===== config.mk =====
export PLATFORM = sky130hd
export DESIGN_NAME = par2ser_tx
export DESIGN_NICKNAME = d
export VERILOG_FILES = /design/src/rtl/par2ser_pkg.sv /design/src/rtl/ser_bit_tick.sv /design/src/rtl/par2ser_tx.sv
export SDC_FILE = /design/constraint.sdc
export NUM_CORES = 1
export LEC_CHECK = 0
export CAP_MARGIN = 10
export CELL_PAD_IN_SITES_DETAIL_PLACEMENT = 1
export CELL_PAD_IN_SITES_GLOBAL_PLACEMENT = 2
export CORE_MARGIN = 8
export CORE_UTILIZATION = 30
export DETAILED_ROUTE_END_ITERATION = 10
export HOLD_SLACK_MARGIN = 0.03
export PLACE_DENSITY_LB_ADDON = 0.12
export SYNTH_ARGS = -nofsm -noshare
export SYNTH_HDL_FRONTEND = slang
export SYNTH_HIERARCHICAL = 1
export SYNTH_SLANG_ARGS = --single-unit

===== constraint.sdc =====
create_clock -name sys_clk -period 5.2 [get_ports sys_clk]
set_input_delay 0.52 -clock sys_clk [delete_from_list [all_inputs] [get_ports sys_clk]]
set_output_delay 0.52 -clock sys_clk [all_outputs]
set_load 0.02 [all_outputs]

===== src/rtl/par2ser_pkg.sv =====
// -----------------------------------------------------------------------------
// par2ser_pkg
// Shared types and constants for the parallel-to-serial transmitter and the
// matching receiver.
//   state_t        : frame-level FSM states
//   PAR_NONE/EVEN/ODD : encodings of the PARITY parameter
//   cnt_width()    : counter width for a modulus, never below one bit
// -----------------------------------------------------------------------------
package par2ser_pkg;

  typedef enum logic [2:0] {
    IDLE  = 3'd0,
    START = 3'd1,
    DATA  = 3'd2,
    PAR   = 3'd3,
    STOP  = 3'd4
  } state_t;

  localparam int PAR_NONE = 0;
  localparam int PAR_EVEN = 1;
  localparam int PAR_ODD  = 2;

  // Width needed to count 0..n-1. A modulus of 1 still gets a 1-bit counter
  // so that no zero-width vectors are declared.
  function automatic int cnt_width(input int n);
    return (n > 1) ? $clog2(n) : 1;
  endfunction

endpackage : par2ser_pkg


===== src/rtl/ser_bit_tick.sv =====
// -----------------------------------------------------------------------------
// ser_bit_tick
// Bit-period divider. While run is high it counts 0..CLK_DIV-1 and raises
// tick on the final count of each bit period; while run is low the counter is
// held at zero so every new frame begins on a clean bit boundary.
//
// Ports
//   sys_clk : clock, rising edge
//   sys_rst : synchronous reset, active-high
//   run     : frame in progress (driven from registered state)
//   tick    : high on the last cycle of the current bit period
// -----------------------------------------------------------------------------
module ser_bit_tick
  import par2ser_pkg::*;
#(
  parameter int CLK_DIV = 1
) (
  input  logic sys_clk,
  input  logic sys_rst,
  input  logic run,
  output logic tick
);

  localparam int CW = cnt_width(CLK_DIV);
  localparam logic [CW-1:0] DIV_LAST = CW'(CLK_DIV - 1);

  if (CLK_DIV < 1) begin : g_bad_clk_div
    $error("ser_bit_tick: CLK_DIV must be at least 1");
  end

  logic [CW-1:0] div_cnt;

  // With CLK_DIV = 1 the counter is stuck at zero and tick follows run.
  assign tick = run && (div_cnt == DIV_LAST);

  always_ff @(posedge sys_clk) begin
    if (sys_rst || !run) begin
      div_cnt <= '0;
    end else if (tick) begin
      div_cnt <= '0;
    end else begin
      div_cnt <= div_cnt + CW'(1);
    end
  end

endmodule : ser_bit_tick


===== src/rtl/par2ser_tx.sv =====
// -----------------------------------------------------------------------------
// par2ser_tx
// Parallel-to-serial transmitter. Accepts a WIDTH-bit word over a
// valid/ready handshake and sends it as
//   start (0) | WIDTH data bits | optional parity | stop (1)
// with every bit held for CLK_DIV clock cycles. The line idles high.
//
// Parameters
//   WIDTH     : data bits per frame (>= 1)
//   CLK_DIV   : clock cycles per serial bit (>= 1)
//   LSB_FIRST : 1 = bit 0 first, 0 = bit WIDTH-1 first
//   PARITY    : 0 none, 1 even, 2 odd
//
// Ports
//   sys_clk    : clock, rising edge
//   sys_rst    : synchronous reset, active-high
//   in_data    : parallel word from upstream
//   in_valid   : in_data valid; upstream holds it until accepted
//   in_ready   : high in IDLE, word accepted on in_valid & in_ready
//   ser_out    : serial line
//   ser_busy   : frame in progress
//   frame_done : one-cycle pulse on the last cycle of the stop bit
//
// Every output is decoded from registered state only, so there is no
// combinational path from in_valid / in_data to any output.
// -----------------------------------------------------------------------------
module par2ser_tx
  import par2ser_pkg::*;
#(
  parameter int WIDTH     = 4,
  parameter int CLK_DIV   = 1,
  parameter int LSB_FIRST = 1,
  parameter int PARITY    = 0
) (
  input  logic             sys_clk,
  input  logic             sys_rst,
  input  logic [WIDTH-1:0] in_data,
  input  logic             in_valid,
  output logic             in_ready,
  output logic             ser_out,
  output logic             ser_busy,
  output logic             frame_done
);

  localparam int BW = cnt_width(WIDTH);
  localparam logic [BW-1:0] BIT_LAST = BW'(WIDTH - 1);

  if (WIDTH < 1) begin : g_bad_width
    $error("par2ser_tx: WIDTH must be at least 1");
  end
  if (CLK_DIV < 1) begin : g_bad_clk_div
    $error("par2ser_tx: CLK_DIV must be at least 1");
  end
  if (PARITY < PAR_NONE || PARITY > PAR_ODD) begin : g_bad_parity
    $error("par2ser_tx: PARITY must be 0 (none), 1 (even) or 2 (odd)");
  end

  // Parity of the captured word: even parity makes the total count of ones
  // (data + parity) even, odd parity makes it odd.
  function automatic logic calc_parity(input logic [WIDTH-1:0] word);
    logic p;
    p = ^word;
    if (PARITY == PAR_ODD) begin
      p = ~p;
    end
    return p;
  endfunction

  // Move the next data bit into the output position.
  function automatic logic [WIDTH-1:0] shift_word(input logic [WIDTH-1:0] word);
    if (LSB_FIRST != 0) begin
      return word >> 1;
    end else begin
      return word << 1;
    end
  endfunction

  state_t           state;
  state_t           state_nxt;
  logic [WIDTH-1:0] shreg;
  logic [BW-1:0]    bit_cnt;
  logic             par_bit;
  logic             run;
  logic             tick;
  logic             accept;
  logic             last_bit;
  logic             data_bit;

  assign run      = (state != IDLE);
  assign accept   = (state == IDLE) && in_valid;
  assign last_bit = (bit_cnt == BIT_LAST);
  assign data_bit = (LSB_FIRST != 0) ? shreg[0] : shreg[WIDTH-1];

  ser_bit_tick #(
    .CLK_DIV (CLK_DIV)
  ) u_bit_tick (
    .sys_clk (sys_clk),
    .sys_rst (sys_rst),
    .run     (run),
    .tick    (tick)
  );

  // State register
  always_ff @(posedge sys_clk) begin
    if (sys_rst) begin
      state <= IDLE;
    end else begin
      state <= state_nxt;
    end
  end

  // Next-state logic
  always_comb begin
    state_nxt = state;
    unique case (state)
      IDLE: begin
        if (in_valid) begin
          state_nxt = START;
        end
      end
      START: begin
        if (tick) begin
          state_nxt = DATA;
        end
      end
      DATA: begin
        if (tick && last_bit) begin
          state_nxt = (PARITY != PAR_NONE) ? PAR : STOP;
        end
      end
      PAR: begin
        if (tick) begin
          state_nxt = STOP;
        end
      end
      STOP: begin
        if (tick) begin
          state_nxt = IDLE;
        end
      end
      default: state_nxt = IDLE;
    endcase
  end

  // Output decode from registered state
  always_comb begin
    in_ready   = (state == IDLE);
    ser_busy   = (state != IDLE);
    frame_done = (state == STOP) && tick;
    ser_out    = 1'b1;
    unique case (state)
      IDLE:    ser_out = 1'b1;
      START:   ser_out = 1'b0;
      DATA:    ser_out = data_bit;
      PAR:     ser_out = par_bit;
      STOP:    ser_out = 1'b1;
      default: ser_out = 1'b1;
    endcase
  end

  // Word capture and shifting. The word is latched once at acceptance, so
  // later changes on in_data cannot disturb the frame in flight.
  always_ff @(posedge sys_clk) begin
    if (sys_rst) begin
      shreg   <= '0;
      bit_cnt <= '0;
      par_bit <= 1'b0;
    end else if (accept) begin
      shreg   <= in_data;
      par_bit <= calc_parity(in_data);
      bit_cnt <= '0;
    end else if ((state == DATA) && tick) begin
      shreg   <= shift_word(shreg);
      bit_cnt <= last_bit ? '0 : bit_cnt + BW'(1);
    end
  end

endmodule : par2ser_tx


==> results.md <==
- Status: finished, final reports clean
- TNS Setup: 0 ns
- WP buf/inv: 1
- Crit start category: register
- Crit-path slowest cell: or3_2
- Area share of the largest cell type after synthesis: 0.356
- DRT Pass-1 Iters: 4
- Total GRT Usage: 0.0833
- Crit path kind: register to output pin
- Synth area leader: dfxtp_1
- GPL Wtd Cong: 0.689
- Most frequent cell after synthesis: dfxtp_1
- DR vias: 507
- Die Area: 3770 µm²
- Register area: 220 µm²
- Main synth FF type: dfxtp_1
- Distinct cells, synth: 30
- Post-CTS setup buffer count: 0
- Max clock buf depth: 2
- Vias/cell: 4.83
- Final hold vios: 0
- Synth top area cells: dfxtp_1 (36%), a21oi_1 (6.5%), xnor2_1 (4.2%), nor4b_4 (3.8%), a211oi_1 (3.6%)
- Seq/Total Area, Yosys: 0.356
- Rel. slew slack: 0.654
- Pin count of the biggest net entering global routing: 16
- Syn Std Cell Area: 619 µm²
- Synthesis-stage register bit count: 11
- Starting Density: 0.316
- Power per Cell Area: 264 nW/µm²
- Post-DP Area: 722 µm²
- Clk pin slew, worst setup/hold paths: 0.08 ns
- Avg WL per Cell: 12.8 µm
- Final setup violation count: 0
- Main combinational cell family by area after synthesis: simple AND/OR/NAND/NOR gates
- Leak: 0.272 nW
- Setup crit end kind: output pin
- Total Power: 198 µW
- CTS Hold Bufs: 0
- Multi-input combinational cell area: 349 µm²
- Resized cells post-CTS: 0
- Initial antenna violation count: 0
- Avg Inst Size Synth: 9.11 µm²
- Ports: 11
- Worst EP arrival: 2.16 ns
- Final instance area: 749 µm²
- Maximum clock rate: 373 MHz
- RSZ-0062 raised after global routing: no
- Worst-margin pin slew: 0.517 ns
- # DRC: 0
- Die Wd: 61.4 µm
- H-tree levels: 1
- HP Class: register to register
- Mux cell area share after synthesis: 0.0505
- Fin crit period: 2.68 ns
- Core area: 1960 µm²
- Slew Viols, Final: 0
- First-pass GRT wire length: 2290 µm
- Fillers: 261
- VDD IR-drop max: 0.127 mV
- MaxCap Viol Count: 0
- Top cells by count, synth: dfxtp_1 (11), a21oi_1 (8), nor2_1 (6)
- CTS tree: yes
- Starting DRT DRC Count: 5
- Syn Nets: 76
- Clock Skew: 0.00246 ns
- Top delay family on crit path: simple AND/OR/NAND/NOR gates
- DIE HEIGHT: 61.4 µm
- Period Utilization, post-route: 0.516
- Asr flop ratio synth: 0
- Crit-path cells: or3_2, nor2b_4, and3_2, clkdlybuf4s50_1
- IO buf count: 10
- Critical Path Max Stage Delay: 0.54 ns
- Hpwl dp: 1010 µm
- CTS Root Cell: clkbuf_4
- Warnings, synthesis: 6
- XOR/XNOR share of the synthesized area: 0.0424
- Site Rows: 16
- Cell count after synthesis: 68
- Number of global-route vias before repair: 482
- Drt total wl: 1350 µm
- Post-synth EDFFs: 0
- Post-synthesis adder-cell area fraction: 0.0202
- Sink Count: 11
- Clock latency on the worst-skew pair: 0.27 ns
- Nets: 87
- Critical path required time: 4.68 ns
- Post-route ant nets: 0
- Synth Area in Simple Gates: 0.273
- Layout cells sized above 1: 0.154
- Total grt overflow: 0
- CTS buffer count: 3
- Diode count: 0
- P&R area growth vs syn: 21.0%
- CP max FO: 15
- Compound-Gate Fraction of Synth Area: 0.172
[layer usage]
layer / part of all wire / routed length (µm) / vias to the layer above / track usage
met4: 0.0074 / 10 / 0 / 0.0292
met5: 0 / 0 / - / 0
met1: 0.50 / 667 / 233 / 0.103
met3: 0.045 / 61 / 2 / 0.0438
li1: - / - / 263 / -
met2: 0.45 / 607 / 9 / 0.119
[where the power goes]
group | internal [mW] | switching (mW) | leakage, nW
logic | 0.0222 | 0.0203 | 0.164
clock network | 0.0285 | 0.0314 | 0.0177
registers | 0.0897 | 0.00588 | 0.0905
[state kept, by name, summed over array words and instances, names as in the netlist]
register and flops:
bit_cnt 2, par_bit 1, shreg 4, state 3, u_bit_tick/div_cnt 1
[final timing paths]
path	from	end	slack (ns)	depth (start not counted)
worst min register to register	par_bit	par_bit	0.51	2
worst min-delay path	par_bit	par_bit	0.51	2
worst max register to register	state[1]	shreg[2]	3.09	5
worst max-delay path	state[1]	frame_done	2.52	4
[final cells by class]
| class | count | area share |
|---|---|---|
| timing repair buffer | 10 | 0.134 |
| clock buffer | 3 | 0.0301 |
| inverter | 5 | 0.0250 |
| sequential | 11 | 0.294 |
| clock inverter | 1 | 0.00668 |
| tap | 27 | 0.0451 |
| multi-input combinational | 48 | 0.466 |
[worst register-to-register path, cell delays in order, from the launching register on]
cell       delay, ns
dfxtp_1         0.46
or3_2           0.54
nor2b_4         0.17
mux2_2          0.32
nor4bb_1        0.15
a2111oi_1       0.36
[through the flow]
step | utilization | worst slack, ns | std cells | hold WS [ns]
floorplan | - | 3.10 | 68 | 0.478
global placement | 0.368 | 2.83 | 101 | 0.503
detailed placement | 0.368 | 2.81 | 101 | 0.513
CTS | 0.382 | 2.50 | 105 | 0.522
global route | 0.382 | 2.41 | 105 | 0.543
finish | 0.382 | 2.52 | 105 | 0.512
[cells in the final DEF (no fill, tap or decap), drive strengths merged, types with 3 or more instances in the layout]
master          n
dfxtp          11
clkdlybuf4s50  10
a21oi           8
nor2            6
inv             5
nor3            4
a211oi          3
xnor2           3
clkbuf          3
[cells by family (layout without fill, tap and decap cells)]
| logic type | Yosys count | in the layout |
|---|---|---|
| AND/OR/NAND/NOR | 24 | 24 |
| adder cells (fa/ha/maj) | 1 | 1 |
| buffers and inverters | 9 | 19 |
| other | 1 | 1 |
| flip-flops | 11 | 11 |
| multiplexers | 3 | 3 |
| XOR/XNOR | 3 | 3 |
| AO/OA/AOI/OAI | 16 | 16 |
No activity file was read; power rests on OpenSTA's default activity.
